### config.mk
export PLATFORM = sky130hd
export DESIGN_NAME = digit_template_matcher
export DESIGN_NICKNAME = d
export VERILOG_FILES = /design/src/rtl/digit_template_matcher.sv
export SDC_FILE = /design/constraint.sdc
export NUM_CORES = 1
export LEC_CHECK = 0
export BUFFER_PORTS_ARGS = -buffer_cell sky130_fd_sc_hd__buf_2
export CORE_ASPECT_RATIO = 0.5
export CORE_MARGIN = 4
export CORE_UTILIZATION = 50
export CTS_CLUSTER_DIAMETER = 200
export DETAILED_ROUTE_END_ITERATION = 10
export PLACE_DENSITY = 0.78
export SLEW_MARGIN = 20
export SYNTH_ARGS = -nofsm -noshare
export SYNTH_HDL_FRONTEND = slang
export SYNTH_SLANG_ARGS = --single-unit
### constraint.sdc
create_clock -name clk -period 10.7 [get_ports clk]
set_clock_uncertainty 0.15 [all_clocks]
set_input_delay 3.21 -clock clk [delete_from_list [all_inputs] [get_ports clk]]
set_output_delay 3.21 -clock clk [all_outputs]
set_load 0.05 [all_outputs]
### src/rtl/digit_template_matcher.sv
// digit_template_matcher: nearest-glyph digit recogniser by Hamming distance over a 16x16 bitmap.
// Optional MATCH_MARGIN_EN adds second-best tracking and a minimum-margin accept test.
module digit_template_matcher #(
  parameter int NUM_DIGITS = 10,
  parameter int MAX_DIST   = 40,
  parameter int MIN_MARGIN = 8
) (
  input  logic        clk,
  input  logic        rst,
  input  logic        start,
  output logic [3:0]  sample_addr,
  input  logic [0:15] sample_row,
  output logic [3:0]  tmpl_sel,
  output logic [3:0]  tmpl_addr,
  input  logic [0:15] tmpl_row,
  output logic        busy,
  output logic        done,
  output logic [3:0]  digit,
  output logic [8:0]  score,
  output logic        match
);
  typedef enum logic [1:0] {IDLE, SCAN, DONE} state_t;
  localparam logic [3:0] LAST = 4'(NUM_DIGITS - 1);
  localparam logic [8:0] MAXD = 9'(MAX_DIST);
  state_t state;
  logic [3:0] r, d, bdig;
  logic [8:0] acc, best, tot, nb;
  logic [4:0] pc;
  logic better, ok;
  assign sample_addr = r;
  assign tmpl_addr = r;
  assign tmpl_sel = d;
  assign pc = 5'($countones(sample_row ^ tmpl_row));
  assign tot = acc + 9'(pc);
  assign better = tot < best;
  assign nb = better ? tot : best;
`ifdef MATCH_MARGIN_EN
  localparam logic [8:0] MINM = 9'(MIN_MARGIN);
  logic [8:0] second, ns;
  // second never drops below best, so the subtraction cannot wrap
  assign ns = better ? best : (tot < second ? tot : second);
  assign ok = (nb <= MAXD) && (ns - nb >= MINM);
`else
  assign ok = nb <= MAXD;
`endif
  always_ff @(posedge clk) begin
    if (rst) begin
      state <= IDLE;
      r <= '0;
      d <= '0;
      acc <= '0;
      best <= 9'd511;
      bdig <= '0;
      busy <= 1'b0;
      done <= 1'b0;
      digit <= '0;
      score <= '0;
      match <= 1'b0;
`ifdef MATCH_MARGIN_EN
      second <= 9'd511;
`endif
    end else begin
      done <= 1'b0;
      case (state)
        IDLE: if (start) begin
          state <= SCAN;
          busy <= 1'b1;
          r <= '0;
          d <= '0;
          acc <= '0;
          best <= 9'd511;
          match <= 1'b0;
`ifdef MATCH_MARGIN_EN
          second <= 9'd511;
`endif
        end
        SCAN: begin
          r <= r + 4'd1;
          if (r != 4'd15) acc <= tot;
          else begin
            acc <= '0;
            best <= nb;
            bdig <= better ? d : bdig;
`ifdef MATCH_MARGIN_EN
            second <= ns;
`endif
            if (d == LAST) begin
              // d returns to 0 so the ROM addresses idle at zero
              d <= '0;
              state <= DONE;
              busy <= 1'b0;
              done <= 1'b1;
              digit <= better ? d : bdig;
              score <= nb;
              match <= ok;
            end else d <= d + 4'd1;
          end
        end
        default: state <= IDLE;
      endcase
    end
  end
endmodule

### Word level (Yosys, flattened, before mapping)

Cells that the tools add are included.

* add/subtract/negate cells: 18
* $lt $le $gt $ge: 2
* equality and inequality tests: 6
* mux-type cells: 26
* bitwise gates (word level): 3
* reductions and logical operators: 9

Operators by type and width (number)
* $mux W9: 5
* $pmux W9 S2: 2
* $add A1 B1 Y2: 8
* $mux W4: 4
* $pmux W4 S2: 2
* $xor A16 B16 Y16: 1
* $add A2 B2 Y3: 4
* $add A9 B5 Y9: 1
* $le A9 B6 Y1 const B: 1
* $lt A9 B9 Y1: 1
* $reduce_and A3 Y1: 3
* $add A3 B3 Y4: 2
* $add A4 B1 Y4 const B: 2
* $mux W1: 7
* $mux W2: 3
* $ne A2 B2 Y1 const B: 3
* $add A4 B4 Y5: 1
* $eq A4 B4 Y1 const B: 1
* $ne A4 B4 Y1 const B: 1
* $pmux W1 S2: 2
* $pmux W2 S2: 1
* $reduce_and A2 Y1: 2
* $reduce_and A4 Y1: 1
* $reduce_or A3 Y1: 1
* 4 further kinds: 5

* register bits: 48
* bits of input ports: 35
* logic and storage cells: 75

### Depth between registers and ports, before layout

Gate-level depths: netlist (run 1).

* depth after elaboration: 12
* gate-level depth with buffers: 23

### Least setup slack after synthesis (run 1)

OpenSTA, ideal clock, no wires.

* kind: input to register
* start point: input port tmpl_row[15] (netlist name)
* end point: register digit[2]
* data arrival time: 8.797 ns
* path slack: 1.623 ns
* stages: 21
* path buffers: 2
* cells stage by stage: xor2_1 fa_1 fa_1 fa_1 inv_1 fa_1 fa_1 fa_1 nand2b_1 a211oi_1 o2111ai_1 xnor2_1 ha_1 a21oi_1 o21a_1 o21a_1 clkbuf_1 nand2_1 clkbuf_1 a2111oi_0 nor3_1

* cells in the longest elaborated chain, start to end: 8

Ends and longest elaborated chain
* from (decl): RTL line 15 `input logic [0:15] tmpl_row,`
* $xor A16 B16 Y16: RTL line 33 `assign pc = 5'($countones(sample_row ^ tmpl_row));`
* $add A1 B1 Y2 (not written as such): RTL line 33
* $add A2 B2 Y3 (not written as such): RTL line 33
* $add A3 B3 Y4 (not written as such): RTL line 33
* $add A4 B4 Y5 (not written as such): RTL line 33
* $add A9 B5 Y9: RTL line 34 `assign tot = acc + 9'(pc);`
* $lt A9 B9 Y1: RTL line 35 `assign better = tot < best;`
* $mux W4: RTL line 93 `digit <= better ? d : bdig;`
* to (signal assigned): RTL line 93
* to (decl): RTL line 18 `output logic [3:0] digit,`

No other way between the ends.
A chain may end at the register's enable or synchronous reset.

### Worst setup path in the final report (run 1)

* start point: input port tmpl_row[15] (netlist name)
* end point: register digit[1]

The elaborated chain is that of the path after synthesis.

==> results of run 1 <==
-- state kept, by name, indices dropped and copies added (netlist names) --
register     flops
score            9
tmpl_sel         4
best             9
digit            4
acc              9
done             1
match            1
bdig             4
busy             1
sample_addr      4
state            2
-- power groups by stage --
stage	logic (uW)	clock network (uW)	registers [uW]
after floorplan	381	0	198
after global placement	525	0	196
after detailed placement	545	0	196
after CTS	549	154	192
after global routing	613	164	193
final	550	153	192
-- cells in the mapped netlist (4+ instances only) --
cell type	n	area (sq um)
sky130_fd_sc_hd__nor3_1	7	35.0
sky130_fd_sc_hd__mux2i_1	4	40.0
sky130_fd_sc_hd__xnor2_1	11	96.3
sky130_fd_sc_hd__a311oi_1	8	70.1
sky130_fd_sc_hd__xor2_1	9	78.8
sky130_fd_sc_hd__a211oi_1	7	52.6
sky130_fd_sc_hd__nand2_1	26	97.6
sky130_fd_sc_hd__nor2_1	47	176
sky130_fd_sc_hd__nand2b_1	4	25.0
sky130_fd_sc_hd__a21oi_1	32	160
sky130_fd_sc_hd__fa_1	12	240
sky130_fd_sc_hd__ha_1	19	238
sky130_fd_sc_hd__dfxtp_1	48	961
sky130_fd_sc_hd__o211ai_1	6	45.0
sky130_fd_sc_hd__buf_4	5	37.5
sky130_fd_sc_hd__a22oi_1	8	60.1
sky130_fd_sc_hd__o21bai_1	10	75.1
sky130_fd_sc_hd__inv_1	25	93.8
sky130_fd_sc_hd__o21ai_0	16	80.1
sky130_fd_sc_hd__clkbuf_1	12	45.0
sky130_fd_sc_hd__nand3_1	8	40.0
sky130_fd_sc_hd__o21a_1	6	45.0
-- layout make-up --
type | count | area, sq um | area share
tap | 84 | 105 | 0.0294
timing repair buffer | 64 | 325 | 0.0909
sequential | 48 | 961 | 0.269
clock buffer | 7 | 133 | 0.0371
inverter | 25 | 93.8 | 0.0262
clock inverter | 1 | 8.76 | 0.00245
multi-input combinational | 277 | 1950 | 0.545
-- worst max-delay path: cells and delay by family --
family	cells	cell delay, ns
XOR/XNOR	2	0.64
adder cells (fa/ha/maj)	7	3.34
buffers and inverters	2	0.16
AO/OA/AOI/OAI	6	1.33
AND/OR/NAND/NOR	3	1.07
-- logic make-up after synthesis --
logic type | count (synthesis) | share of synthesized area
AOI/OAI and AO/OA | 106 | 0.228
xor gates and xnor gates | 20 | 0.0563
adders and majority gates | 31 | 0.154
buffers and inverters | 45 | 0.0644
DFF | 48 | 0.309
muxes | 4 | 0.0129
and+or+nand+nor | 116 | 0.176
-- worst min path at each step --
stage / end / cells past startpoint / startpoint / slack (ns)
after floorplan: digit[0]$_SDFFE_PP0P_ / 2 / bdig[0]$_SDFFE_PP0P_ / 0.31
after global placement: score[7]$_SDFFE_PP0P_ / 2 / score[7]$_SDFFE_PP0P_ / 0.29
after detailed placement: score[0]$_SDFFE_PP0P_ / 2 / score[0]$_SDFFE_PP0P_ / 0.30
after CTS: score[0]$_SDFFE_PP0P_ / 2 / score[0]$_SDFFE_PP0P_ / 0.30
after global routing: score[6]$_SDFFE_PP0P_ / 2 / score[6]$_SDFFE_PP0P_ / 0.33
final: score[1]$_SDFFE_PP0P_ / 2 / score[1]$_SDFFE_PP0P_ / 0.30
-- metrics by stage --
step / total power [uW] / util / area (sq um) / std cells / setup slack (ns)
after global placement: 720 / 0.597 / 3430 / 498 / 0.981
after detailed placement: 741 / 0.597 / 3430 / 498 / 0.827
after CTS: 895 / 0.621 / 3570 / 506 / 1.09
after global routing: 970 / 0.622 / 3580 / 506 / 0.581
after floorplan: 579 / - / 3110 / 370 / 1.62
final: 895 / 0.622 / 3580 / 506 / 1.00
-- layer usage --
metal / up-vias / GRT usage / wire [microns]
li1: 1398 / - / -
met3: 14 / 0.0335 / 640
met4: 0 / 0.0628 / 106
met5: - / 0 / 0
met1: 1266 / 0.274 / 3370
met2: 131 / 0.304 / 3060
==> flow_summary.ini, run 1 <==
[status]
outcome = finished, final reports clean

[placed_design]
gp_routability_congestion = 0.901
hpwlAfterDp_microns = 5480
port_buffers = 62

[sta]
setup_viol = 0
fmaxAchievable_mhz = 103
rsz0062_at_grt = no
timing_max_transition_violations_final = 0
fin_crit_sh = 0.906
hold_ws_ns = 0.303
finalSetupTns_ns = 0
post-route-min-period_ns = 9.70
timing.slew.headroom = 0.332
finalHoldViolations = 0
tightest_slew_ns = 1.00

[final_layout]
mostFrequentLayoutCells = sky130_fd_sc_hd__buf_2 (62), sky130_fd_sc_hd__dfxtp_1 (48), sky130_fd_sc_hd__nor2_1 (46), sky130_fd_sc_hd__a21oi_1 (32), sky130_fd_sc_hd__nand2_1 (26)
share_of_layout_cells_above_drive_strength_1 = 0.185
number_of_filler_instances_in_the_final_layout = 498
antenna_cells_inserted = 0
flow.area_growth_from_synthesis_pct = 15.1
layout.cells.most_common = sky130_fd_sc_hd__buf_2
fin_nets = 487

[synthesis]
synth-main-ff-cell = sky130_fd_sc_hd__dfxtp_1
count_of_mapped_cells_out_of_synthesis = 370
synth_seq_area_share = 0.309
asyncSetResetFlopFracSynth = 0
synthesis.yosys.warnings = 0
syn_nets = 436
synth.lib_cells_used.distinct = 47
synth-edff-count = 0
combined_area_of_all_synthesized_cells_sq_um = 3110
synth_area_per_cell_sq_um = 8.40
ys_seq_elements = 48

[floorplanning]
coreArea_sq_um = 5750
floorplan.rows = 19
floorplan.initialDensity = 0.540
die_y_microns = 63.8
io-pin-count = 63
die_area_sq_um = 7620
fp.dieW_microns = 120

[setup_path]
crit_chain = buf_2, xor2_1, fa_1, fa_1, fa_1, inv_1, fa_1, fa_1, fa_1, nand2b_1, a211oi_1, o21ai_0, xnor2_1, ha_1, a21oi_1, o21a_1, o21ai_0, nor2_1, nand2_1, a311oi_1
criticalPathCategory = input port to flop
crit_slowest_cell = sky130_fd_sc_hd__nor2_1
worst-endpoint-arrival_ns = 9.74
critical_path.startpoint = tmpl_row[15]
r2r_end = digit[1]$_SDFFE_PP0P_
timing.critical_path.mode_cell = sky130_fd_sc_hd__fa_1
cp-end-kind = flop
startpoint_type = input port
cpPeakStageDelay_ns = 0.72
r2r_setup_slack_ns = 3.84
worstSetupEndpoint = digit[1]$_SDFFE_PP0P_
cp.required_ns = 10.74
timing.critical_path.fanout_max = 12
worstRegToRegCells = 18
reg2reg_from = acc[0]$_SDFFE_PP0P_

[clock_network]
ctsResizeCount = 0
clk_transition_reported_paths_ns = 0.06
cts_tree = yes
post_cts.repair.setup_buffers = 0
ctsLongestPathBuffers = 2
cts.htree.levels = 2
clock_sinks = 48
cts-root-buf = sky130_fd_sc_hd__clkbuf_16
cts_inserted_buffers = 5
clock_latency_ns = 0.29
cts_hold_repair.buffers = 0

[pwr]
fraction_of_power_consumed_by_sequential_logic = 0.215
clock_group_share_of_total_power = 0.171
internal_power_uw = 493
net-switching-power_uw = 402
power.share.combinational = 0.615
max-vdd-ir-drop_uv = 224
total_leakage_power_uw = 0.00168
p_sw_frac = 0.449
powerDensity_nw_per_um2 = 250

[route]
route.vias.total = 2809
via_per_inst = 5.55
route.antenna.remaining_nets = 0
firstDrtPassIters = 6
drt_drc_violations_left = 0
wire_per_inst_microns = 14.2
drt-total-wl_microns = 7180
detailedRoute.firstIterationViolations = 292

[flow_run]
cap_viol_max_count = 0

[global_route]
grt_antenna_before_repair = 0
pin_count_of_the_biggest_net_entering_global_routing = 50
gr-total-overflow = 0
grt_first_pass_wirelength_microns = 12300
grt_pass1_vias = 2647
track_usage = 0.193

[worst_hold_path]
hp-class = flop to flop
Power figures use the tool's default switching activity.
==> run 2: changes to the inputs <==
--- a/config.mk
+++ b/config.mk
@@ -7,11 +7,11 @@
 export LEC_CHECK = 0
 export BUFFER_PORTS_ARGS = -buffer_cell sky130_fd_sc_hd__buf_2
 export CORE_ASPECT_RATIO = 0.5
-export CORE_MARGIN = 4
-export CORE_UTILIZATION = 50
+export CORE_MARGIN = 3
+export CORE_UTILIZATION = 26
 export CTS_CLUSTER_DIAMETER = 200
 export DETAILED_ROUTE_END_ITERATION = 10
-export PLACE_DENSITY = 0.78
+export PLACE_DENSITY = 0.48
 export SLEW_MARGIN = 20
 export SYNTH_ARGS = -nofsm -noshare
 export SYNTH_HDL_FRONTEND = slang
==> run 2 against run 1 <==
  * Utilization fell by 30 points
  * Highest routed layer unchanged
  * Via count fell by 2.9%
  * Flip-flop and latch count did not move
  * Largest cell class unchanged
  * Non-clock buffer count rose by 2
  * Worst hold slack barely moved
  * Sequential share of layout area fell by 0.84 points
  * Fmax rose by 2.9%
==> flow_summary.ini, run 2 (synthesized netlist as in run 1, its figures left out) <==
[route]
route.antenna.remaining_nets = 0
drt-total-wl_microns = 7980
wire_per_inst_microns = 13.7
firstDrtPassIters = 4
route.vias.total = 2727
detailedRoute.firstIterationViolations = 140
via_per_inst = 4.68
drt_drc_violations_left = 0

[floorplanning]
die_y_microns = 83.3
die_area_sq_um = 13400
floorplan.rows = 27
coreArea_sq_um = 11300
io-pin-count = 63
fp.dieW_microns = 161
floorplan.initialDensity = 0.275

[clock_network]
cts_inserted_buffers = 5
cts.htree.levels = 2
cts_tree = yes
cts_hold_repair.buffers = 0
clock_sinks = 48
clk_transition_reported_paths_ns = 0.07
ctsLongestPathBuffers = 2
cts-root-buf = sky130_fd_sc_hd__clkbuf_16
post_cts.repair.setup_buffers = 0
ctsResizeCount = 0
clock_latency_ns = 0.29

[final_layout]
sequential_cell_area_sq_um = 961
multi_input_comb_area_sq_um = 1950
fin_nets = 489
top_regs = acc (9), best (9), score (9)
flow.area_growth_from_synthesis_pct = 18.8
instances_no_fill = 583
number_of_filler_instances_in_the_final_layout = 1219
share_of_layout_cells_above_drive_strength_1 = 0.189
mostFrequentLayoutCells = sky130_fd_sc_hd__buf_2 (62), sky130_fd_sc_hd__dfxtp_1 (48), sky130_fd_sc_hd__nor2_1 (47), sky130_fd_sc_hd__a21oi_1 (32), sky130_fd_sc_hd__nand2_1 (26)
antenna_cells_inserted = 0
layout.cells.most_common = sky130_fd_sc_hd__buf_2

[sta]
fmaxAchievable_mhz = 106
timing_max_transition_violations_final = 0
fin_crit_sh = 0.881
finalSetupTns_ns = 0
post-route-min-period_ns = 9.42
timing.slew.headroom = 0.290
rsz0062_at_grt = no
tightest_slew_ns = 1.06
setup_viol = 0
finalHoldViolations = 0

[setup_path]
timing.critical_path.fanout_max = 11
worst-endpoint-arrival_ns = 9.48
cpPeakStageDelay_ns = 0.56
timing.critical_path.mode_cell = sky130_fd_sc_hd__fa_1
cp-end-kind = flop
cp.required_ns = 10.76
worst_path_dominant_cell_family = adder cells
startpoint_type = input port
crit_chain = buf_2, xor2_1, fa_1, fa_1, fa_1, inv_1, fa_1, fa_1, fa_1, nand2b_1, a211oi_1, o21ai_0, xnor2_1, ha_1, a21oi_1, o21a_1, o21a_1, nand2_1, or4b_1, o31ai_2
criticalPathCategory = input port to flop
cp_num_buf_inv = 2
crit_slowest_cell = sky130_fd_sc_hd__or4b_1

[pwr]
fraction_of_power_consumed_by_sequential_logic = 0.211
max-vdd-ir-drop_uv = 144
total_leakage_power_uw = 0.00169
clock_group_share_of_total_power = 0.180
net-switching-power_uw = 410
power.share.combinational = 0.609
internal_power_uw = 499
powerDensity_nw_per_um2 = 246
p_sw_frac = 0.451

[global_route]
track_usage = 0.119
grt_first_pass_wirelength_microns = 13200
grt_antenna_before_repair = 0
pin_count_of_the_biggest_net_entering_global_routing = 50
grt_pass1_vias = 2570
gr-total-overflow = 0

[placed_design]
port_buffers = 62
placedCellCount = 575
gp_routability_congestion = 0.841
hpwlAfterDp_microns = 6000

[status]
outcome = finished, final reports clean

[flow_run]
cap_viol_max_count = 0

[worst_hold_path]
hp-class = flop to flop
==> run 2: cell count changes in the layout (fill, tap and decap cells not counted), sizes merged <==
cell / delta
buf: +2
clkinv: -1
clkinvlp: +1
==> run 2: worst paths after layout <==
| check | from | slack (ns) | end | cells past startpoint |
|---|---|---|---|---|
| hold reg to reg | score[0]$_SDFFE_PP0P_ | 0.30 | score[0]$_SDFFE_PP0P_ | 2 |
| setup / recovery | tmpl_row[15] | 1.28 | match$_SDFFE_PP0P_ | 20 |
| hold / removal | score[0]$_SDFFE_PP0P_ | 0.30 | score[0]$_SDFFE_PP0P_ | 2 |
| setup reg to reg | acc[0]$_SDFFE_PP0P_ | 4.12 | match$_SDFFE_PP0P_ | 18 |
==> run 2: layer usage <==
metal | GRT usage | wire length (microns) | vias up
met3 | 0.0259 | 483 | 7
li1 | - | - | 1406
met5 | 0 | 0 | -
met2 | 0.177 | 3220 | 63
met4 | 0.0268 | 74 | 0
met1 | 0.175 | 4210 | 1251
==> run 2: cell type report <==
type	count	share of cell area
clock buffers	7	0.0386
clock inverters	1	0.00203
inverters	25	0.0254
multi-input cells	277	0.528
flip-flops and latches	48	0.260
well taps	159	0.0539
repair buffers	66	0.0922
==> run 2: power groups by stage <==
stage               Combinational (uW)  Sequential (uW)  Clock, uW
finish                             553              192        164
global route                       630              193        176
CTS                                564              192        167
detailed placement                 558              196          0
global placement                   561              196          0
floorplan                          381              198          0
==> run 2: tightest hold or removal path, delay by kind of cell (launching register included) <==
kind / cells / cell delay (ns)
DFF: 1 / 0.31
and+or+nand+nor: 1 / 0.05
AOI/OAI and AO/OA: 1 / 0.05
==> run 2: through the flow <==
stage	setup WS, ns	cell area, sq um	util	total power, uW	hold slack, ns
floorplan	1.62	3110	-	579	0.308
global placement	1.04	3540	0.313	758	0.291
detailed placement	0.915	3540	0.313	754	0.294
CTS	1.20	3690	0.326	923	0.304
global route	0.874	3690	0.326	999	0.331
finish	1.28	3690	0.326	909	0.302
==> run 3: changes to the inputs <==
--- a/config.mk
+++ b/config.mk
@@ -5,12 +5,13 @@
 export SDC_FILE = /design/constraint.sdc
 export NUM_CORES = 1
 export LEC_CHECK = 0
-export BUFFER_PORTS_ARGS = -buffer_cell sky130_fd_sc_hd__buf_2
+export BUFFER_PORTS_ARGS = -buffer_cell sky130_fd_sc_hd__clkbuf_2
 export CORE_ASPECT_RATIO = 0.5
 export CORE_MARGIN = 3
 export CORE_UTILIZATION = 26
 export CTS_CLUSTER_DIAMETER = 200
 export DETAILED_ROUTE_END_ITERATION = 10
+export HOLD_SLACK_MARGIN = 0.05
 export PLACE_DENSITY = 0.48
 export SLEW_MARGIN = 20
 export SYNTH_ARGS = -nofsm -noshare
==> run 3 against run 2 <==
  * Setup slack worse by 0.080 ns
  * Global-route usage grew 0.081 points
  * Final cell count fell by 0.34%
  * Final area increased by 0.14%
  * Combinational power is 1% lower
  * Via count shrank 1.0%
  * Wire length up 0.21%
  * Worst hold slack got worse by 0.0018 ns
  * Non-clock buffer count unchanged
  * Total power grew 0.66%
  * Sequential share of layout area about the same
  * Critical endpoint unchanged
  * Critical path type unchanged
==> flow_summary.ini, run 3 (synthesized netlist as in run 1, its figures left out) <==
[route]
firstDrtPassIters = 4
drt-total-wl_microns = 8000
detailedRoute.firstIterationViolations = 113
route.met2.wl_microns = 3310
wire_per_inst_microns = 13.8
top_layer_used = met4
wl_met3_microns = 359
route.antenna.remaining_nets = 0
via_per_inst = 4.65
drt_drc_violations_left = 0
routedLengthMet1_microns = 4300
route.vias.total = 2699

[clock_network]
ctsLongestPathBuffers = 2
post_cts.repair.setup_buffers = 0
cts-root-buf = sky130_fd_sc_hd__clkbuf_16
clock_sinks = 48
cts_hold_repair.buffers = 0
ctsResizeCount = 0
clock_latency_ns = 0.29
cts_tree = yes
cts.htree.levels = 2
clk_transition_reported_paths_ns = 0.06
cts_inserted_buffers = 5

[setup_path]
worstRegToRegCells = 18
criticalPathCategory = input port to flop
crit_chain = clkbuf_2, xor2_1, fa_1, fa_1, fa_1, inv_1, fa_1, fa_1, fa_1, nand2b_1, a211oi_1, o2111ai_1, xnor2_1, ha_1, a21oi_1, o21a_1, o21a_1, nand2_1, or4b_1, o31ai_2
worstSetupEndpoint = match$_SDFFE_PP0P_
crit_slowest_cell = sky130_fd_sc_hd__or4b_1
r2r_setup_slack_ns = 4.01
worst_path_dominant_cell_family = adder cells
cp-end-kind = flop
cp.required_ns = 10.76
timing.critical_path.mode_cell = sky130_fd_sc_hd__fa_1
worst-path-stages = 20
reg2reg_from = acc[0]$_SDFFE_PP0P_
timing.critical_path.fanout_max = 11
cp_num_buf_inv = 2
cpPeakStageDelay_ns = 0.58
critical_path.startpoint = tmpl_row[15]
worst-endpoint-arrival_ns = 9.56
startpoint_type = input port
r2r_end = match$_SDFFE_PP0P_

[final_layout]
instances_no_fill = 581
mostFrequentLayoutCells = sky130_fd_sc_hd__clkbuf_2 (62), sky130_fd_sc_hd__dfxtp_1 (48), sky130_fd_sc_hd__nor2_1 (47), sky130_fd_sc_hd__a21oi_1 (32), sky130_fd_sc_hd__nand2_1 (26)
flow.area_growth_from_synthesis_pct = 18.9
share_of_layout_cells_above_drive_strength_1 = 0.187
antenna_cells_inserted = 0
layout.cells.most_common = sky130_fd_sc_hd__clkbuf_2
top_regs = acc (9), best (9), score (9)
fin_nets = 489

[placed_design]
port_buffers = 62
pre_cts_ws_ns = 0.885
placedCellCount = 575
gp_routability_congestion = 0.845
hpwlAfterDp_microns = 6100

[global_route]
pin_count_of_the_biggest_net_entering_global_routing = 50
track_usage = 0.120
grt_antenna_before_repair = 0
gr-total-overflow = 0
grt_pass1_vias = 2533
grt_first_pass_wirelength_microns = 13300

[sta]
timing_max_transition_violations_final = 0
setup_viol = 0
rsz0062_at_grt = no
setup_ws_ns = 1.20
finalSetupTns_ns = 0
fmaxAchievable_mhz = 105
hold_ws_ns = 0.301
finalHoldViolations = 0
fin_crit_sh = 0.888
tightest_slew_ns = 1.03
post-route-min-period_ns = 9.50
timing.slew.headroom = 0.311

[flow_run]
cap_viol_max_count = 0

[pwr]
power.share.combinational = 0.598
fraction_of_power_consumed_by_sequential_logic = 0.210
net-switching-power_uw = 402
clock_group_share_of_total_power = 0.192
max-vdd-ir-drop_uv = 122
internal_power_uw = 512
p_sw_frac = 0.440
powerDensity_nw_per_um2 = 247
total_leakage_power_uw = 0.00168

[status]
outcome = finished, final reports clean

[floorplanning]
coreArea_sq_um = 11300
die_y_microns = 83.3
floorplan.initialDensity = 0.275
fp.dieW_microns = 161
die_area_sq_um = 13400
io-pin-count = 63
floorplan.rows = 27

[worst_hold_path]
hp-start = score[0]$_SDFFE_PP0P_
hp-class = flop to flop
[run 3: worst min-delay path by stage]
stage	endpoint	slack [ns]	cells after the start
detailed placement	score[0]$_SDFFE_PP0P_	0.30	2
global route	score[7]$_SDFFE_PP0P_	0.31	2
global placement	score[0]$_SDFFE_PP0P_	0.29	2
floorplan	digit[0]$_SDFFE_PP0P_	0.31	2
finish	score[0]$_SDFFE_PP0P_	0.30	2
CTS	score[0]$_SDFFE_PP0P_	0.30	2
[run 3: final cells by class]
class | instances | area (sq um)
Fill cell | 1238 | 7620
Multi-Input combinational cell | 277 | 1950
Sequential cell | 48 | 961
Timing Repair Buffer | 66 | 340
Tap cell | 159 | 199
Clock buffer | 5 | 125
Inverter | 25 | 93.8
Clock inverter | 1 | 30.0
[run 3: tightest hold or removal path: stages, from the launching register on]
cell and delay (ns):
sky130_fd_sc_hd__dfxtp_1 0.31, sky130_fd_sc_hd__nand2_1 0.05, sky130_fd_sc_hd__a21oi_1 0.05
[run 3: through the flow]
stage          area, sq um  utilization  power [uW]
3_3_place_gp          3540        0.313         756
2_1_floorplan         3110            -         579
5_1_grt               3700        0.327        1000
6_report              3700        0.327         915
4_1_cts               3700        0.327         933
3_5_place_dp          3540        0.313         752
[run 3: power groups by stage]
stage | sequential, uW | clock (uW) | combinational [uW]
finish | 192 | 175 | 547
detailed placement | 197 | 0 | 555
CTS | 193 | 180 | 560
global route | 193 | 186 | 623
floorplan | 198 | 0 | 381
global placement | 197 | 0 | 560
[run 3: metal layers]
layer | up-vias | global-route usage
li1 | 1408 | -
met1 | 1227 | 0.181
met2 | 60 | 0.178
met3 | 4 | 0.0239
met4 | 0 | 0.0189
met5 | - | 0
